File: src/rtl/silu_pwl_bwd_if.sv
// Stream bundle for silu_pwl_bwd: x/g pair in, dx out, valid/ready on both sides.
//   in_valid/in_ready/x/g    : input pair handshake and payload
//   out_valid/out_ready/dx   : result handshake and payload
// master = stream producer/consumer side (testbench), slave = the block.
interface silu_pwl_bwd_if #(
  parameter int unsigned W = 16
) ();
  logic         in_valid;
  logic         in_ready;
  logic [W-1:0] x;
  logic [W-1:0] g;
  logic         out_valid;
  logic         out_ready;
  logic [W-1:0] dx;

  modport master (
    output in_valid, x, g, out_ready,
    input  in_ready, out_valid, dx
  );

  modport slave (
    input  in_valid, x, g, out_ready,
    output in_ready, out_valid, dx
  );
endinterface

File: src/rtl/silu_pwl_bwd.sv
// Backward PWL SiLU: dx = sat(g * silu'(x) >>> FRAC), 3-stage pipeline.
//   clk, rst      : clock, asynchronous active-low reset
//   bus (slave)   : x/g input stream and dx output stream (valid/ready)
//   sat_clr       : synchronous clear of sat_cnt (wins over increment)
//   sat_cnt       : saturating count of saturated output transfers
module silu_pwl_bwd #(
  parameter int unsigned W     = 16,
  parameter int unsigned FRAC  = 8,
  parameter int unsigned CNT_W = 16
) (
  input  logic             clk,
  input  logic             rst,
  silu_pwl_bwd_if.slave    bus,
  input  logic             sat_clr,
  output logic [CNT_W-1:0] sat_cnt
);

  localparam int unsigned PW = 2 * W;

  // Segment lower bounds (Q8.8)
  localparam logic signed [W-1:0] X_M6  = W'(-1536);
  localparam logic signed [W-1:0] X_M4  = W'(-1024);
  localparam logic signed [W-1:0] X_M15 = W'(-384);
  localparam logic signed [W-1:0] X_M05 = W'(-128);
  localparam logic signed [W-1:0] X_P05 = W'(128);
  localparam logic signed [W-1:0] X_P15 = W'(384);
  localparam logic signed [W-1:0] X_P4  = W'(1024);
  localparam logic signed [W-1:0] X_P6  = W'(1536);

  // Per-segment derivative values (Q8.8)
  localparam logic signed [W-1:0] D_S0 = W'(0);
  localparam logic signed [W-1:0] D_S1 = W'(-5);
  localparam logic signed [W-1:0] D_S2 = W'(-25);
  localparam logic signed [W-1:0] D_S3 = W'(16);
  localparam logic signed [W-1:0] D_S4 = W'(128);
  localparam logic signed [W-1:0] D_S5 = W'(224);
  localparam logic signed [W-1:0] D_S6 = W'(280);
  localparam logic signed [W-1:0] D_S7 = W'(261);
  localparam logic signed [W-1:0] D_S8 = W'(256);

  localparam logic signed [PW-1:0] Q_MAX = PW'((2 ** (W - 1)) - 1);
  localparam logic signed [PW-1:0] Q_MIN = PW'(-(2 ** (W - 1)));

  logic                en_c;
  logic                s1_vld;
  logic signed [W-1:0] s1_x;
  logic signed [W-1:0] s1_g;
  logic                s2_vld;
  logic signed [W-1:0] s2_d;
  logic signed [W-1:0] s2_g;
  logic                out_valid_q;
  logic [W-1:0]        dx_q;
  logic                out_sat;
  logic signed [W-1:0] d_c;
  logic signed [PW-1:0] p_c;
  logic signed [PW-1:0] q_c;
  logic [W-1:0]        dx_c;
  logic                sat_c;

  // Whole pipeline moves as one unit; only a stalled valid output blocks it
  assign en_c          = bus.out_ready | ~out_valid_q;
  assign bus.in_ready  = en_c;
  assign bus.out_valid = out_valid_q;
  assign bus.dx        = dx_q;

  // Segment decode on the S1 x
  always_comb begin
    d_c = D_S8;
    if      (s1_x < X_M6)  d_c = D_S0;
    else if (s1_x < X_M4)  d_c = D_S1;
    else if (s1_x < X_M15) d_c = D_S2;
    else if (s1_x < X_M05) d_c = D_S3;
    else if (s1_x < X_P05) d_c = D_S4;
    else if (s1_x < X_P15) d_c = D_S5;
    else if (s1_x < X_P4)  d_c = D_S6;
    else if (s1_x < X_P6)  d_c = D_S7;
  end

  // Full-precision product, floor shift, clamp to W bits
  always_comb begin
    p_c   = PW'(s2_g) * PW'(s2_d);
    q_c   = p_c >>> FRAC;
    dx_c  = q_c[W-1:0];
    sat_c = 1'b0;
    if (q_c > Q_MAX) begin
      dx_c  = {1'b0, {(W-1){1'b1}}};
      sat_c = 1'b1;
    end else if (q_c < Q_MIN) begin
      dx_c  = {1'b1, {(W-1){1'b0}}};
      sat_c = 1'b1;
    end
  end

  // Pipeline registers
  always_ff @(posedge clk or negedge rst) begin
    if (!rst) begin
      s1_vld      <= 1'b0;
      s1_x        <= '0;
      s1_g        <= '0;
      s2_vld      <= 1'b0;
      s2_d        <= '0;
      s2_g        <= '0;
      out_valid_q <= 1'b0;
      dx_q        <= '0;
      out_sat     <= 1'b0;
    end else if (en_c) begin
      s1_vld      <= bus.in_valid;
      s1_x        <= bus.x;
      s1_g        <= bus.g;
      s2_vld      <= s1_vld;
      s2_d        <= d_c;
      s2_g        <= s1_g;
      out_valid_q <= s2_vld;
      // dx keeps its last value across bubbles
      if (s2_vld) begin
        dx_q    <= dx_c;
        out_sat <= sat_c;
      end
    end
  end

  // Saturation event counter, sticky at all-ones
  always_ff @(posedge clk or negedge rst) begin
    if (!rst) begin
      sat_cnt <= '0;
    end else if (sat_clr) begin
      sat_cnt <= '0;
    end else if (out_valid_q && bus.out_ready && out_sat && (sat_cnt != '1)) begin
      sat_cnt <= sat_cnt + CNT_W'(1);
    end
  end

endmodule

File: src/flat_wrapper.sv
// flat-port wrapper written by rule: the top's interface ports become plain ports
module silu_pwl_bwd_flat 
#(
  parameter int unsigned W     = 16,
  parameter int unsigned FRAC  = 8,
  parameter int unsigned CNT_W = 16
)
  (clk, rst, sat_clr, sat_cnt, bus_in_valid, bus_x, bus_g, bus_out_ready, bus_in_ready, bus_out_valid, bus_dx);
  silu_pwl_bwd_if #(.W(W)) bus_i ();
  input  logic clk;
  input  logic rst;
  input  logic sat_clr;
  output logic [CNT_W-1:0] sat_cnt;
  input wire logic [$bits(bus_i.in_valid)-1:0] bus_in_valid;
  input wire logic [$bits(bus_i.x)-1:0] bus_x;
  input wire logic [$bits(bus_i.g)-1:0] bus_g;
  input wire logic [$bits(bus_i.out_ready)-1:0] bus_out_ready;
  output wire logic [$bits(bus_i.in_ready)-1:0] bus_in_ready;
  output wire logic [$bits(bus_i.out_valid)-1:0] bus_out_valid;
  output wire logic [$bits(bus_i.dx)-1:0] bus_dx;
  assign bus_i.in_valid = bus_in_valid;
  assign bus_i.x = bus_x;
  assign bus_i.g = bus_g;
  assign bus_i.out_ready = bus_out_ready;
  assign bus_in_ready = bus_i.in_ready;
  assign bus_out_valid = bus_i.out_valid;
  assign bus_dx = bus_i.dx;
  silu_pwl_bwd #(.W(W), .FRAC(FRAC), .CNT_W(CNT_W)) u_core (.clk(clk), .rst(rst), .bus(bus_i), .sat_clr(sat_clr), .sat_cnt(sat_cnt));
endmodule
File: config.mk
export PLATFORM = sky130hd
export DESIGN_NAME = silu_pwl_bwd_flat
export DESIGN_NICKNAME = d
export VERILOG_FILES = /design/src/rtl/silu_pwl_bwd_if.sv /design/src/rtl/silu_pwl_bwd.sv /design/src/flat_wrapper.sv
export SDC_FILE = /design/constraint.sdc
export NUM_CORES = 1
export LEC_CHECK = 0
export BUFFER_PORTS_ARGS = -buffer_cell sky130_fd_sc_hd__buf_2
export CAP_MARGIN = 25
export CORE_ASPECT_RATIO = 1.25
export CORE_MARGIN = 4
export CORE_UTILIZATION = 64
export DETAILED_ROUTE_END_ITERATION = 7
export PLACE_DENSITY = 0.87
export SETUP_SLACK_MARGIN = 0.05
export SLEW_MARGIN = 15
export SYNTH_ARGS = -nofsm -noshare
export SYNTH_HDL_FRONTEND = slang
export SYNTH_SLANG_ARGS = --single-unit
export TNS_END_PERCENT = 30
File: constraint.sdc
create_clock -name clk -period 19.9 [get_ports clk]
set_input_delay 1.99 -clock clk [delete_from_list [all_inputs] [get_ports clk]]
set_output_delay 1.99 -clock clk [all_outputs]
set_load 0.03 [all_outputs]
After elaboration in Yosys (flattened, before gate mapping)
Index checks and enable logic that the tools add are counted.
{"block": "classes", "n_mux": 14, "addsub": 1, "shift": 0, "bitwise": 2, "magnitude_cmp": 10, "div_mod_pow": 0, "eq_ne": 1, "n_reduce_logical": 5, "n_mul": 1}
{"cell": "$mux W16", "count": 11}
{"cell": "$lt A16 B12 Y1 const B", "count": 3}
{"cell": "$lt A16 B10 Y1 const B", "count": 2}
{"cell": "$mul A16 B16 Y32", "count": 1}
{"cell": "$gt A24 B16 Y1 const B", "count": 1}
{"cell": "$lt A24 B16 Y1 const B", "count": 1}
{"cell": "$add A16 B1 Y16 const B", "count": 1}
{"cell": "$lt A16 B11 Y1 const B", "count": 1}
{"cell": "$lt A16 B8 Y1 const B", "count": 1}
{"cell": "$lt A16 B9 Y1 const B", "count": 1}
{"cell": "$ne A16 B16 Y1 const B", "count": 1}
{"cell": "$logic_and A1 B1 Y1", "count": 3}
{"cell": "$mux W3", "count": 1}
{"cell": "$mux W1", "count": 2}
{"cell": "$reduce_and A2 Y1", "count": 1}
{"cell": "$reduce_bool A2 Y1", "count": 1}
{"cell": "$not A1 Y1", "count": 1}
{"cell": "$or A1 B1 Y1", "count": 1}
{"block": "word_totals", "latchBits": 0, "inputBits": 37, "ff_bits": 100, "ram_bits": 0, "word_cells": 44, "n_memories": 0, "romBits": 0}

Longest topological paths before layout
{"block": "depth", "ltp_word": 9, "mapped_depth": 27}

Worst setup path before layout
OpenSTA, ideal clock, no wires.
{"block": "synth_timing", "path_type": "register to register", "start": "register u_core.s2_g[15]", "end": "register u_core.dx_q[10] (netlist: u_core.bus.dx[10])", "path_stages_with_launch": 22, "required_ns": 19.769, "n_path_buf": 2, "setup_time_ns": 0.131, "arrival_time_ns": 7.025, "path_slack_ns": 12.743, "cell_sequence": "dfrtp_1 -> clkbuf_1 -> nand2_1 -> fa_1 -> inv_1 -> fa_1 -> inv_1 -> fa_1 -> fa_1 -> fa_1 -> fa_1 -> inv_1 -> ha_1 -> a21oi_1 -> nor4b_4 -> a221oi_4 -> nor4b_2 -> o21bai_4 -> xnor2_4 -> a41oi_4 -> buf_6 -> o22ai_2"}
{"block": "synth_via", "elab_chain_len": 4, "elab_cells_between_ends": 5, "cone_classes": "1 x mul; 2 x order compare; 2 x mux"}
{"item": "start: declaration", "line": "silu_pwl_bwd.sv:50", "text": "logic signed [W-1:0] s2_g;"}
{"item": "start signal: assignment", "line": "silu_pwl_bwd.sv:112", "text": "s2_g <= s1_g;"}
{"item": "$mul A16 B16 Y32 (*)", "line": "silu_pwl_bwd.sv:81", "text": "p_c = PW'(s2_g) * PW'(s2_d);"}
{"item": "$lt A24 B16 Y1", "line": "silu_pwl_bwd.sv:88", "text": "end else if (q_c < Q_MIN) begin"}
{"item": "$mux W16", "line": "silu_pwl_bwd.sv:88"}
{"item": "$mux W16 (*)", "line": "silu_pwl_bwd.sv:85", "text": "if (q_c > Q_MAX) begin"}
{"item": "end signal: assignment", "line": "silu_pwl_bwd.sv:104", "text": "dx_q <= '0;"}
{"item": "end signal: assignment", "line": "silu_pwl_bwd.sv:116", "text": "dx_q <= dx_c;"}
{"item": "end: declaration", "line": "silu_pwl_bwd.sv:52", "text": "logic [W-1:0] dx_q;"}
Mark *: on every way between the ends. The rest lies on a longest branch, timed or not.
A chain may end at the register's enable or synchronous reset.

Final worst setup path
{"block": "layout_timing", "start": "register u_core.s2_d[14]", "end": "register u_core.dx_q[1] (netlist: u_core.bus.dx[1])"}
{"block": "layout_via", "elab_chain_len": 4, "elab_cells_between_ends": 5, "cone_classes": "1 x mul; 2 x order compare; 2 x mux"}
{"item": "start: declaration", "line": "silu_pwl_bwd.sv:49", "text": "logic signed [W-1:0] s2_d;"}
{"item": "start signal: assignment", "line": "silu_pwl_bwd.sv:101", "text": "s2_d <= '0;"}
{"item": "start signal: assignment", "line": "silu_pwl_bwd.sv:111", "text": "s2_d <= d_c;"}
{"item": "$mul A16 B16 Y32 (*)", "line": "silu_pwl_bwd.sv:81"}
{"item": "$lt A24 B16 Y1", "line": "silu_pwl_bwd.sv:88"}
{"item": "$mux W16", "line": "silu_pwl_bwd.sv:88"}
{"item": "$mux W16 (*)", "line": "silu_pwl_bwd.sv:85"}
Marked as above.

==> results.py <==
metrics = {
    "detailed_routing": {
        "initialDrtViolationCount": 635,
        "wire_length_reported_by_the_detailed_router_mm": 30.7,
        "detailedRoute.firstPassIterationCount": 5,
        "drt_wl_cell_um": 18.3,
        "num_vias": 9670,
        "drcViolationCount": 0,
        "final_antenna_net_count": 0,
        "via_per_inst": 5.77,
    },
    "worst_setup_path": {
        "worstPathCellList": "buf_4 -> clkinv_1 -> nor2_1 -> xnor2_1 -> ha_1 -> a31oi_1 -> fa_1 -> fa_1 -> inv_1 -> fa_1 -> fa_1 -> inv_1 -> fa_1 -> inv_1 -> ha_1 -> o21a_1 -> nor2b_1 -> nor4b_4 -> a22o_1 -> a211oi_2 -> nor3_1 -> nor3_4 -> a41oi_4 -> o22ai_1",
        "timing.critical_path.max_delay_family": "adder cells",
        "worst_ep_arrival_time_ns": 9.00,
        "critical_path_required_ns": 20.07,
        "critPathBufInv": 5,
        "timing.critical_path.from_type": "flip-flop",
        "end_kind": "flip-flop",
        "critPathKind": "flip-flop to flip-flop",
        "critical_path.max_stage_delay_ns": 0.86,
        "max_stage_delay_cell_worst_path": "nor2_1",
        "critPathMaxFanout": 18,
        "critical_path.most_common_cell": "fa_1",
    },
    "finish": {
        "final_layout_size_suffix_gt1_share_pct": 8.33,
        "seqCellArea_um2": 2130,
        "total_inserted_antenna_cells": 0,
        "area_growth_pct": 5.83,
        "filler_cell_count": 1488,
        "multi_input_logic_area_um2": 9590,
        "postLayoutCellArea_um2": 13800,
        "num-nets-final": 1765,
    },
    "cts": {
        "post_cts.resized_instances": 0,
        "ctsHoldBuffers": 0,
        "cts_sinks": 85,
        "source_to_sink_clock_delay_at_the_later_pin_of_the_worst_skew_pair_ns": 0.34,
        "clockRootBuffer": "clkbuf_16",
        "cts_max_path_buffers": 2,
        "post_cts.repair.setup_buffers": 0,
        "htree_num_levels": 3,
        "clock_tree_from_tritoncts": "done",
        "clkSlewWorstSetupHoldPaths_ns": 0.06,
        "cts_inserted_buffers": 9,
    },
    "floorplanning": {
        "initial_core_util_pct": 64.9,
        "design.core.area_um2": 20000,
        "die_y_um": 167,
        "die_width_um": 136,
        "dieArea_um2": 22700,
        "floorplan.rows": 58,
        "num_io_pins": 71,
    },
    "outcome": {
        "status": "completed",
    },
    "global_routing": {
        "globalRouteTotalUtil_pct": 29.0,
        "overflow": 0,
        "first_pass_grt_wire_length_mm": 51.7,
        "via_count_of_the_first_global_routing_pass": 10500,
        "grt_start_max_net_pins": 86,
        "grt_antenna_before_repair": 2,
    },
    "synthesis": {
        "synth_enable_flop_cells": 0,
        "postSynth.asyncResetShare_pct": 100,
        "synth.yosys.seq_area_share_pct": 16.4,
        "mappedNetlistArea_um2": 13000,
        "synth_top_cell_area_share_pct": 36.6,
        "synth_top_cell_by_area": "fa_1",
        "syn_inst": 1377,
        "synth.top_cells.by_area": "fa_1 (37%), dfrtp_1 (16%), ha_1 (8.6%)",
        "synth-warning-count": 0,
        "ys_seq_elements": 85,
        "post_synth.cell_area_avg_um2": 9.45,
        "postSynthNetCount": 1741,
        "yosys_most_used_dff": "dfrtp_1",
        "post_synth_num_cell_types": 77,
    },
    "placed_design": {
        "buffer_ports.inserted": 63,
        "post-dp-hpwl_mm": 24.2,
        "place_congestion": 0.921,
        "place_area_um2": 13500,
        "worst_slack_placed_ns": 11.27,
    },
    "sta": {
        "slew_viol_final": 0,
        "timing.setup.tns_ns": 0,
        "final_period_minus_worst_setup_slack_ns": 8.82,
        "worst-slew-pin-transition_ns": 0.979,
        "rsz_0062_raised_after_global_routing": "false",
        "max-slew-margin-rel_pct": 34.8,
        "finClkSkew_ns": 0.00889,
        "period_share_pct": 44.3,
        "fin_hold_ws_ns": 0.466,
        "setup_viol_count_final": 0,
        "hold_viol": 0,
        "fin_ws_ns": 11.08,
        "fmaxAchievable_ghz": 0.113,
    },
    "flow_run": {
        "max-cap-violations": 0,
    },
    "hold_path": {
        "hp-class": "flip-flop to flip-flop",
    },
}
-- path summary, 6_finish.rpt --
| path | start | endpoint | slack (ns) | cells past startpoint |
|---|---|---|---|---|
| min | u_core.s1_g[7]$_DFFE_PN0N_ | u_core.s1_g[7]$_DFFE_PN0N_ | 0.47 | 2 |
| min reg2reg | u_core.s1_g[7]$_DFFE_PN0N_ | u_core.s1_g[7]$_DFFE_PN0N_ | 0.47 | 2 |
| max in group asynchronous | rst | u_core.s1_g[9]$_DFFE_PN0N_ | 17.69 | 2 |
| max | u_core.s2_d[14]$_DFFE_PN0N_ | u_core.bus.dx[1]$_DFFE_PN0P_ | 11.08 | 24 |
| max reg2reg | u_core.s2_d[14]$_DFFE_PN0N_ | u_core.bus.dx[1]$_DFFE_PN0P_ | 11.08 | 24 |
| min in group asynchronous | rst | u_core.bus.dx[2]$_DFFE_PN0P_ | 1.60 | 1 |
-- cell usage after synthesis (2+ instances only) --
master	number
a211oi_1	8
a21o_1	11
a21oi_1	26
a22o_1	2
a31o_2	2
a31oi_1	4
and2_1	77
and3_1	2
and4_1	5
buf_1	2
buf_2	2
buf_4	2
clkbuf_1	45
clkinv_1	2
dfrtp_1	85
fa_1	238
ha_1	89
inv_1	279
mux2i_1	4
nand2_1	210
nand2b_1	13
nand3_1	9
nand3b_1	2
nand4_1	9
nor2_1	58
nor2b_1	4
nor3_1	8
nor3b_1	2
o211ai_1	2
o21a_1	6
o21ai_0	40
o21ai_1	4
o21bai_1	4
o22a_1	2
o22ai_1	7
o22ai_2	10
o2bb2ai_1	2
or2_2	3
or3_1	3
or4_1	2
xnor2_1	34
xor2_1	23
-- routing by layer --
| layer | GRT usage (%) | part of all wire [%] |
|---|---|---|
| met2 | 50.8 | 53 |
| met5 | 0 | 0.042 |
| met1 | 33.9 | 35 |
| met3 | 4.63 | 5.5 |
| met4 | 15.9 | 7.1 |
-- through the flow --
| step | utilization (%) | std cells |
|---|---|---|
| finish | 68.7 | 1675 |
| global route | 68.7 | 1675 |
| CTS | 68.6 | 1674 |
| detailed placement | 67.2 | 1659 |
| global placement | 67.2 | 1659 |
| floorplan | - | 1377 |
-- final cells by class --
cell class | count | area share [%]
clock buffers | 11 | 1.69
clock inverters | 4 | 0.364
inverters | 281 | 7.66
multi-input cells | 957 | 69.7
flip-flops and latches | 85 | 15.5
well taps | 270 | 2.45
repair buffers | 67 | 2.67
-- tightest hold or removal path: stages, from the launching register on --
cell	delay (ns)
dfrtp_1	0.34
nand2_1	0.05
nand2_1	0.05
-- flip-flops by register name (all words and copies together), names as in the netlist --
signal	count
u_core.bus.dx	16
u_core.bus.out_valid	1
u_core.out_sat	1
u_core.s1_g	16
u_core.s1_vld	1
u_core.s1_x	9
u_core.s2_d	8
u_core.s2_g	16
u_core.s2_vld	1
u_core.sat_cnt	16
-- cell usage in the layout, fill, tap and decap left out, drive strengths merged, types with 6 or more instances in the layout --
cell	count
xor2	23
a21o	11
dfrtp	85
clkbuf	11
nand4	9
xnor2	35
nor2	58
nand3	9
ha	89
fa	238
buf	67
o22ai	18
nand2b	13
a21oi	27
nand2	210
and2	78
a211oi	9
o21ai	44
inv	279
nor3	9
o21a	6
-- cell families after synthesis --
kind of cell	synth area share (%)
mux	0.308
fa+ha+maj	45.2
simple gates	15.7
flops	16.4
buf+inv	9.94
xor+xnor	4.05
compound gates	8.50
Power is not shown: default switching activity piles up to over one toggle a cycle in this logic, so the estimate is an artifact.
